--- config.mk ---
export PLATFORM = sky130hd
export DESIGN_NAME = program_loader
export DESIGN_NICKNAME = d
export VERILOG_FILES = /design/src/rtl/program_loader.sv
export SDC_FILE = /design/constraint.sdc
export NUM_CORES = 1
export LEC_CHECK = 0
export ABC_AREA = 1
export CELL_PAD_IN_SITES_DETAIL_PLACEMENT = 1
export CELL_PAD_IN_SITES_GLOBAL_PLACEMENT = 2
export CORE_MARGIN = 2
export CORE_UTILIZATION = 28
export CTS_CLUSTER_DIAMETER = 60
export DETAILED_ROUTE_END_ITERATION = 10
export PLACE_DENSITY = 0.78
export SETUP_SLACK_MARGIN = 0.02
export SLEW_MARGIN = 20
export SYNTH_ARGS = -nofsm -noshare
export SYNTH_HDL_FRONTEND = slang
export SYNTH_SLANG_ARGS = --single-unit
--- constraint.sdc ---
create_clock -name clock -period 2.74 [get_ports clock]
set_input_delay 0.548 -clock clock [delete_from_list [all_inputs] [get_ports clock]]
set_output_delay 0.548 -clock clock [all_outputs]
set_load 0.005 [all_outputs]
--- src/rtl/program_loader.sv ---
// program_loader: streams bytes over valid/ready into program RAM as big-endian 16-bit words
// Ports: clock/reset (async, active-high); start+length begin a load; byte_in/byte_valid/byte_ready
// byte handshake; ram_rw/ram_address/ram_data drive the RAM write port; busy/done/error report status.
// Optional feature: define PROGRAM_LOADER_CHECKSUM_EN to require a trailing checksum byte whose
// 8-bit sum with all data bytes must be zero.
module program_loader #(
  parameter int ADDRESS_WIDTH = 16,
  parameter int DATA_WIDTH = 16,
  parameter int BYTE = 8,
  parameter int MEMORY_DEPTH = 64
) (
  input  logic clock,
  input  logic reset,
  input  logic start,
  input  logic [ADDRESS_WIDTH-1:0] length,
  input  logic [BYTE-1:0] byte_in,
  input  logic byte_valid,
  output logic byte_ready,
  output logic ram_rw,
  output logic [ADDRESS_WIDTH-1:0] ram_address,
  output logic [DATA_WIDTH-1:0] ram_data,
  output logic busy,
  output logic done,
  output logic error
);
  localparam logic [2:0] IDLE = 3'd0, RECV_HI = 3'd1, RECV_LO = 3'd2, WRITE = 3'd3, DONE = 3'd5, ERROR = 3'd6;
  logic [2:0] state, nxt;
  logic [ADDRESS_WIDTH-1:0] len, ptr;
  logic [BYTE-1:0] hi;
  logic xfer, last, load, ready_nxt, busy_nxt;
  logic [2:0] launch, after_last;
  assign xfer = byte_valid && byte_ready;
  assign last = ptr == len - ADDRESS_WIDTH'(1);
  assign load = start && (state == IDLE || state == DONE || state == ERROR);
  assign launch = length == '0 ? DONE : length > ADDRESS_WIDTH'(MEMORY_DEPTH) ? ERROR : RECV_HI;
`ifdef PROGRAM_LOADER_CHECKSUM_EN
  localparam logic [2:0] CHECK = 3'd4;
  logic [BYTE-1:0] sum;
  logic check_ok;
  assign check_ok = BYTE'(sum + byte_in) == '0;
  assign after_last = CHECK;
  assign ready_nxt = nxt == RECV_HI || nxt == RECV_LO || nxt == CHECK;
  assign busy_nxt = ready_nxt || nxt == WRITE;
`else
  assign after_last = DONE;
  assign ready_nxt = nxt == RECV_HI || nxt == RECV_LO;
  assign busy_nxt = ready_nxt || nxt == WRITE;
`endif
  always_comb begin
    nxt = state;
    case (state)
      IDLE, DONE, ERROR: nxt = start ? launch : state;
      RECV_HI: nxt = xfer ? RECV_LO : state;
      RECV_LO: nxt = xfer ? WRITE : state;
      WRITE: nxt = last ? after_last : RECV_HI;
`ifdef PROGRAM_LOADER_CHECKSUM_EN
      CHECK: nxt = xfer ? (check_ok ? DONE : ERROR) : state;
`endif
      default: nxt = IDLE;
    endcase
  end
  // Status outputs are registered from the next state so they line up with the state register.
  always_ff @(posedge clock or posedge reset) begin
    if (reset) begin
      state <= IDLE;
      byte_ready <= 1'b0;
      ram_rw <= 1'b0;
      busy <= 1'b0;
      done <= 1'b0;
      error <= 1'b0;
      len <= '0;
      ptr <= '0;
      hi <= '0;
      ram_address <= '0;
      ram_data <= '0;
    end else begin
      state <= nxt;
      byte_ready <= ready_nxt;
      ram_rw <= nxt == WRITE;
      busy <= busy_nxt;
      done <= nxt == DONE;
      error <= nxt == ERROR;
      if (load) begin
        len <= length;
        ptr <= '0;
      end
      if (state == RECV_HI && xfer) hi <= byte_in;
      if (state == RECV_LO && xfer) begin
        ram_data <= {hi, byte_in};
        ram_address <= ptr;
      end
      if (state == WRITE && !last) ptr <= ptr + ADDRESS_WIDTH'(1);
    end
  end
`ifdef PROGRAM_LOADER_CHECKSUM_EN
  always_ff @(posedge clock or posedge reset) begin
    if (reset) sum <= '0;
    else if (load) sum <= '0;
    else if (xfer) sum <= sum + byte_in;
  end
`endif
endmodule

; After elaboration in Yosys (flattened, before gate mapping)
; Cells that the tools add are included.
[totals]
ff_bits = 80
in_bits = 28
output_inout_bits = 37
word_cells = 48
[op_classes]
add_sub_neg = 2
n_lt_le_gt_ge = 1
n_eq_ne = 11
mux = 9
n_reduce_logical = 14
[op_table]
columns = cell, count
row1 = $mux 16, 2
row2 = $mux 3, 6
row3 = $add 16x1->16 const B, 1
row4 = $eq 16x16->1, 1
row5 = $gt 16x7->1 const B, 1
row6 = $logic_not 16->1, 1
row7 = $sub 16x1->16 const B, 1
row8 = $eq 3x2->1 const B, 4
row9 = $eq 3x3->1 const B, 4
row10 = $pmux 3 s4, 1
row11 = $eq 3x1->1 const B, 2
row12 = $logic_and 1x1->1, 5
row13 = $logic_or 1x1->1, 4
row14 = $logic_not 3->1, 1
row15 = $reduce_or 3->1, 1
row16 = $reduce_bool 2->1, 1
row17 = $logic_not 1->1, 1

; Depth between registers and ports, before layout
; Gate-level depths: netlist of run 1.
[depth]
depth_word = 8
ltp_mapped = 16
ltp_nobuf = 15

; Least setup slack after synthesis of run 1
; OpenSTA, ideal clock, no wires.
[synth_path]
path_type = register to register
from = reg len[0]
to = reg ptr[5]
setup_ns = 0.118
arrival_ns = 1.789
required_ns = 2.622
setup_slack_ns = 0.832
stages_incl_launch_ff = 17
n_path_buf = 1
synth_period_minus_slack_ns = 1.908
cell_sequence = dfrtp_1 -> inv_2 -> ha_1 -> nand3_1 -> nor2_4 -> nand2_1 -> nand2_1 -> nand2_1 -> inv_1 -> nor2_1 -> nand2_1 -> nor2_2 -> nand2_2 -> nand2_4 -> buf_6 -> nand3_1 -> nand2_1
[synth_between]
elab_chain_len = 5
elab_cells_between_ends = 6
classes_between = add/sub: 1 / eq/ne: 1 / mux: 1 / reduce/logical: 3
[synth_rtl]
columns = element, line_no
row1 = "start, declared", 28  ; logic [ADDRESS_WIDTH-1:0] len, ptr;
row2 = "start signal, assigned", 84  ; len <= length;
row3 = $sub 16x1->16 (*), 33  ; assign last = ptr == len - ADDRESS_WIDTH'(1);
row4 = $eq 16x16->1 (*), 33
row5 = $logic_not 1->1 (*), 92  ; if (state == WRITE && !last) ptr <= ptr + ADDRESS_WIDTH'(1);
row6 = $logic_and 1x1->1 (*), 92
row7 = $mux 16 / $reduce_bool 2->1 (equally long branches), --
row8 = "end signal, assigned", 92
row9 = "end, declared", 28
; Mark *: on every way between the ends. The rest lies on a longest branch, timed or not.
; A chain may end at the register's enable or synchronous reset.

; Worst setup path after layout of run 1
[layout_path]
from = reg len[1]
to = reg ptr[8]
; Same word-level chain as after synthesis.

==> results of run 1 <==
## flip-flops by register name, indices dropped and copies added (netlist names), 3 cells and up
signal / flops
ptr: 16
state: 3
ram_data: 16
hi: 8
ram_address: 16
len: 16
## synthesized netlist by cell type (all sizes together)
master  number  area share [%]
clkinv       1           0.089
a31oi        1            0.15
xnor2        7             1.5
inv         65             5.8
xnor3        1            0.53
nand4       15             2.2
mux2         1            0.27
o21ai       51             6.0
o221ai       1            0.21
ha           2            0.59
a21oi        6            0.71
nand3b       2            0.36
nor3         2            0.36
dfrtp       80              47
nor2        58             6.2
nor4         1            0.15
or2          1            0.15
buf          4            0.59
xor2        10             2.1
nand2      181              17
and2         1            0.15
nand3       51             6.0
a211oi       1            0.18
clkbuf      12             1.1
o21bai       2            0.53
## tightest hold or removal path: stages, from the launching register on
cell     delay, ps
dfrtp_1        340
nand2_1         50
nand2_1         60
## stage by stage
| step | setup WS [ps] | power [W] | hold slack [ps] |
|---|---|---|---|
| floorplan | 140 | 0.00298 | 449 |
| global placement | 526 | 0.00369 | 458 |
| detailed placement | 523 | 0.00374 | 463 |
| CTS | 492 | 0.00521 | 486 |
| global route | 266 | 0.00555 | 502 |
| finish | 526 | 0.00513 | 481 |
## kinds of logic (layout without fill, tap and decap cells)
kind of cell | Yosys count | in the layout
multiplexers | 1 | 1
AO/OA/AOI/OAI | 62 | 62
AND/OR/NAND/NOR | 312 | 312
XOR/XNOR | 18 | 18
flip-flops | 80 | 80
buffers and inverters | 82 | 157
adder cells (fa/ha/maj) | 2 | 2
## worst paths after layout
check | start | endpoint | slack (ps) | cells past startpoint
setup / recovery | len[1] | ptr[8] | 530 | 15
setup reg to reg | len[1] | ptr[8] | 530 | 15
hold reg to reg | hi[7] | ram_data[15] | 480 | 2
min in group asynchronous | reset | done | 600 | 2
hold / removal | hi[7] | ram_data[15] | 480 | 2
max in group asynchronous | reset | len[4] | 1500 | 3
## power groups by stage
stage	sequential (W)	clock, W	combinational, W
6_report	0.00182	0.00141	0.00190
5_1_grt	0.00187	0.00149	0.00218
3_5_place_dp	0.00183	0	0.00191
4_1_cts	0.00182	0.00146	0.00193
3_3_place_gp	0.00182	0	0.00186
2_1_floorplan	0.00176	0	0.00122
## cells in the final DEF, fill, tap and decap left out, drive strengths merged, types with 2 or more instances in the layout
| cell | n |
|---|---|
| nor2 | 58 |
| dfrtp | 80 |
| nor3 | 2 |
| nand2 | 181 |
| nand4 | 15 |
| a21oi | 6 |
| xnor2 | 7 |
| o21bai | 2 |
| clkbuf | 9 |
| bufinv | 3 |
| nand3 | 51 |
| clkinv | 2 |
| o21ai | 51 |
| xor2 | 10 |
| buf | 12 |
| nand3b | 2 |
| ha | 2 |
| inv | 66 |
| clkdlybuf4s50 | 64 |
## routing by layer
metal / global-route usage, % / vias to the layer above / part of all wire, % / wire [µm]
li1: - / 1912 / - / -
met1: 19.1 / 1841 / 43 / 5500
met2: 29.1 / 74 / 49 / 6190
met3: 6.07 / 17 / 6.0 / 753
met4: 4.33 / 0 / 1.6 / 200
met5: 0 / - / 0 / 0
## layout make-up
cell class              count  area, µm²  area share, %
flip-flops and latches     80       2000           36.6
multi-input cells         395       1910           34.8
repair buffers             76        743           13.6
inverters                  66        249           4.55
well taps                 184        230           4.21
clock buffers               9        225           4.12
clock inverters             6        115           2.10
==> flow_summary.yaml, run 1 <==
power:
  seqPwrFrac_pct: 35.4
  power.leakage_nw: 2.66
  internal-power_w: 0.00318
  p_sw_w: 0.00195
  ir_worst_vdd_v: 0.000484
  p_clk_share_pct: 27.5
  pwr-share-comb_pct: 37.1
  switching_share_pct: 37.9
  power.density_nw_per_um2: 938
worst_setup_path:
  crit_path_start_kind: "register"
  path_class: "reg2reg"
  worstPathArrival_ps: 2440
  worstPathBufferInverterCount: 2
  cp_cell_sequence: "inv_1, ha_1, nand3_1, nor2_4, nand2_1, nand2_1, nand2_1, inv_1, nor2_1, nand2_1, nor2_2, nand2_2, nand2_4, nand3_1, nand2_1"
  crit_path_max_incr_delay_ps: 400
  required_ps: 2970
  crit_fanout: 16
  crit_slowest_cell: "dfrtp_1"
  cpLargestDelayFamily: "simple AND/OR/NAND/NOR gates"
  crit_path_end_kind: "register"
  cpMostUsedCell: "nand2_1"
outcome:
  outcome: "completed"
routing:
  ant_nets: 0
  wirelength_um: 12600
  firstDrtPassIters: 4
  drc: 0
  vias: 3844
  via_per_inst: 4.71
  first_iter_violations: 123
  routedWlPerCell_um: 15.5
timing:
  period_share_pct: 80.8
  worst_pin_slew_ps: 670
  fin_setup_tns_ps: 0
  period_minus_slack_ps: 2210
  hold_viol_final: 0
  relSlewSlack_pct: 55.3
  slew_viol_final: 0
  setup_viol: 0
  rsz0062_at_grt: "false"
  skew_ps: 7.40
  max_freq_mhz: 452
synthesis:
  synth-xor-area-share_pct: 4.06
  yosys_warnings: 0
  synth_top_family_by_area: "simple AND/OR/NAND/NOR gates"
  yosys.area_share.simple_pct: 32.4
  synth-seq-area-share_pct: 47.4
  synth-adder-area-share_pct: 0.592
  syn-cell-area_um2: 4230
  synth_cell_types: 33
  synth-compound-area-share_pct: 7.82
  syn_inst: 557
  ys_seq_elements: 80
  avgSynthCellArea_um2: 7.59
  syn_nets: 587
  synth_mux_area_share_pct: 0.267
place:
  dp_hpwl_um: 9510
  dp_cells: 801
  io_buffers: 64
  finalWeightedCongestion: 0.850
  placed_area_um2: 5130
global_route:
  grt_usage_pct: 16.6
  overflow: 0
  grt_max_degree: 48
  grt_pass1_vias: 4189
  antenna_found_initial: 0
  grt_pass1_wl_um: 21000
cells_and_area:
  fin_area_um2: 5470
  area_growth_pct: 29.5
  layoutNonFillerInstCount: 816
  n_antenna_cell: 0
  nNetsFinal: 658
  utilization_pct: 37.4
  fillers: 1797
  final_layout_size_suffix_gt1_share_pct: 8.86
clock_tree:
  clk_latency_ps: 350
  cts-root-buf: "clkbuf_16"
  cts_tree: "built"
  numCtsBuffers: 9
  path_clk_slew_ps: 60
  cts_buffer_depth: 2
  cts_hold_buffers: 0
  ctsResizeCount: 0
  cts.sinks: 80
  h-tree-depth: 3
  postCtsSetupRepairBufs: 0
die:
  core-area_um2: 14600
  num_io_pins: 65
  rows: 44
  die-area_um2: 16100
  dieHeight_um: 127
  start_util_pct: 28.9
  die_x_um: 127
job:
  drv_cap: 0
hold_path:
  min_path_type: "reg2reg"
Note: power is estimated with default switching activity, not from simulation.
==> run 2, diff against run 1 <==
Clock period 2.74 ns to 1.8 ns, I/O delays scaled along.
==> flow_summary.yaml, run 2 (synthesis gave the netlist of run 1 again) <==
routing:
  drc: 0
  vias: 4109
  wirelength_um: 13500
  routedWlPerCell_um: 15.5
  firstDrtPassIters: 4
  ant_nets: 0
  first_iter_violations: 165
  via_per_inst: 4.71
cells_and_area:
  utilization_pct: 42.0
  fillers: 1768
  nNetsFinal: 716
  area_growth_pct: 45.4
  mostFrequentLayoutCell: "nand2_1"
  final_cell_mix: "nand2_1 (171), dfrtp_1 (75), clkdlybuf4s50_1 (64), buf_4 (61), inv_1 (59)"
  layoutNonFillerInstCount: 872
  final_layout_size_suffix_gt1_share_pct: 22.2
  fin_area_um2: 6140
  n_antenna_cell: 0
clock_tree:
  path_clk_slew_ps: 60
  cts_tree: "built"
  clk_latency_ps: 350
  numCtsBuffers: 9
  h-tree-depth: 3
  cts.sinks: 80
  cts_buffer_depth: 2
  cts-root-buf: "clkbuf_16"
  cts_hold_buffers: 0
power:
  ir_worst_vdd_v: 0.000776
  power.density_nw_per_um2: 1390
  power.leakage_nw: 2.98
  finalPower_w: 0.00852
timing:
  worst_pin_slew_ps: 466
  rsz0062_at_grt: "true"
  hold_viol_final: 0
  relSlewSlack_pct: 69.0
  period_share_pct: 113
  skew_ps: 9.08
  max_freq_mhz: 492
  hold_slack_ps: 470
  setup_viol: 20
  worst_slack_ps: -232
  slew_viol_final: 0
  period_minus_slack_ps: 2030
die:
  die_x_um: 127
  rows: 44
  dieHeight_um: 127
  core-area_um2: 14600
  num_io_pins: 65
  start_util_pct: 28.9
  die-area_um2: 16100
outcome:
  failed_checks: "negative setup slack"
  outcome: "complete, but fails checks"
global_route:
  grt_pass1_vias: 4377
  overflow: 0
  grt_usage_pct: 17.4
  antenna_found_initial: 0
  grt_max_degree: 81
  grt_pass1_wl_um: 22200
worst_setup_path:
  required_ps: 2030
  crit_fanout: 8
  crit_path_end_kind: "register"
  crit_path_start_kind: "register"
  path_class: "reg2reg"
  worstPathArrival_ps: 2260
place:
  dp_cells: 849
  finalWeightedCongestion: 0.850
  io_buffers: 64
  dp_hpwl_um: 9800
  placed_area_um2: 5570
job:
  drv_cap: 0
hold_path:
  min_path_type: "in2async"
[run 2: cell types whose count changed in the layout (fill, tap and decap cells not counted), moves of 8 or more]
cell,before,now
nand3_2,0,19
nor2_1,46,38
buf_4,11,61
nand3_1,51,32
[run 2: where the power goes]
| group | switching (W) | total (W) | internal [W] |
|---|---|---|---|
| clock network | 0.000730 | 0.00182 | 0.00109 |
| logic | 0.00205 | 0.00393 | 0.00188 |
| registers | 0.000467 | 0.00277 | 0.00230 |
[run 2: through the flow]
stage,setup TNS [ps],setup WS [ps]
6_report,-3810,-232
5_1_grt,-6240,-339
4_1_cts,-3230,-205
3_5_place_dp,-4810,-254
3_3_place_gp,-3240,-217
2_1_floorplan,-59.1,-5.78
[run 2: metal layers]
metal	vias to the layer above	share of wire (%)	GRT usage, %
met5	-	0	0
met4	0	2.2	5.95
met3	20	5.1	5.69
met2	75	49	29.2
met1	1990	44	21.2
li1	2024	-	-
[run 2: final timing paths]
| path | from | to | slack (ps) | cells after the start |
|---|---|---|---|---|
| max | len[0] | ptr[13] | -230 | 12 |
| min | reset | state[1] | 470 | 3 |
| max reg2reg | len[0] | ptr[13] | -230 | 12 |
| min reg2reg | hi[7] | ram_data[15] | 470 | 2 |
| max in group asynchronous | reset | ptr[1] | 920 | 3 |
| min in group clock | hi[7] | ram_data[15] | 470 | 2 |
[run 2: timing repair]
action                                 4_1_cts  5_1_grt
pin swaps                                    4       22
setup buffers                                2        7
gates cloned                                 0        1
endpoints found under the hold margin        0        0
gates resized for setup                     13       34
setup endpoints to repair                   20       36
[run 2: cell type report]
class,count,area [µm²],share of cell area (%)
multi-input cells,395,2100,34.2
flip-flops and latches,80,2010,32.7
repair buffers,134,1270,20.6
inverters,66,254,4.13
clock buffers,10,239,3.89
well taps,184,230,3.75
clock inverters,3,43.8,0.713
[run 2: worst max-delay path, stage by stage, from the launching register on]
cell	delay, ps
dfrtp_1	390
inv_2	100
ha_4	170
nand2_4	70
nor2_4	160
xnor3_1	260
nor2_1	100
nand2_1	60
nor2_2	170
nand2_4	120
buf_12	170
nand4_1	60
nand2_1	80
==> run 3, diff against run 2 <==
Settings changed: CAP_MARGIN set to 20.
==> results of run 3 <==
No change in the layout: final DEF, timing and power equal those of run 2.
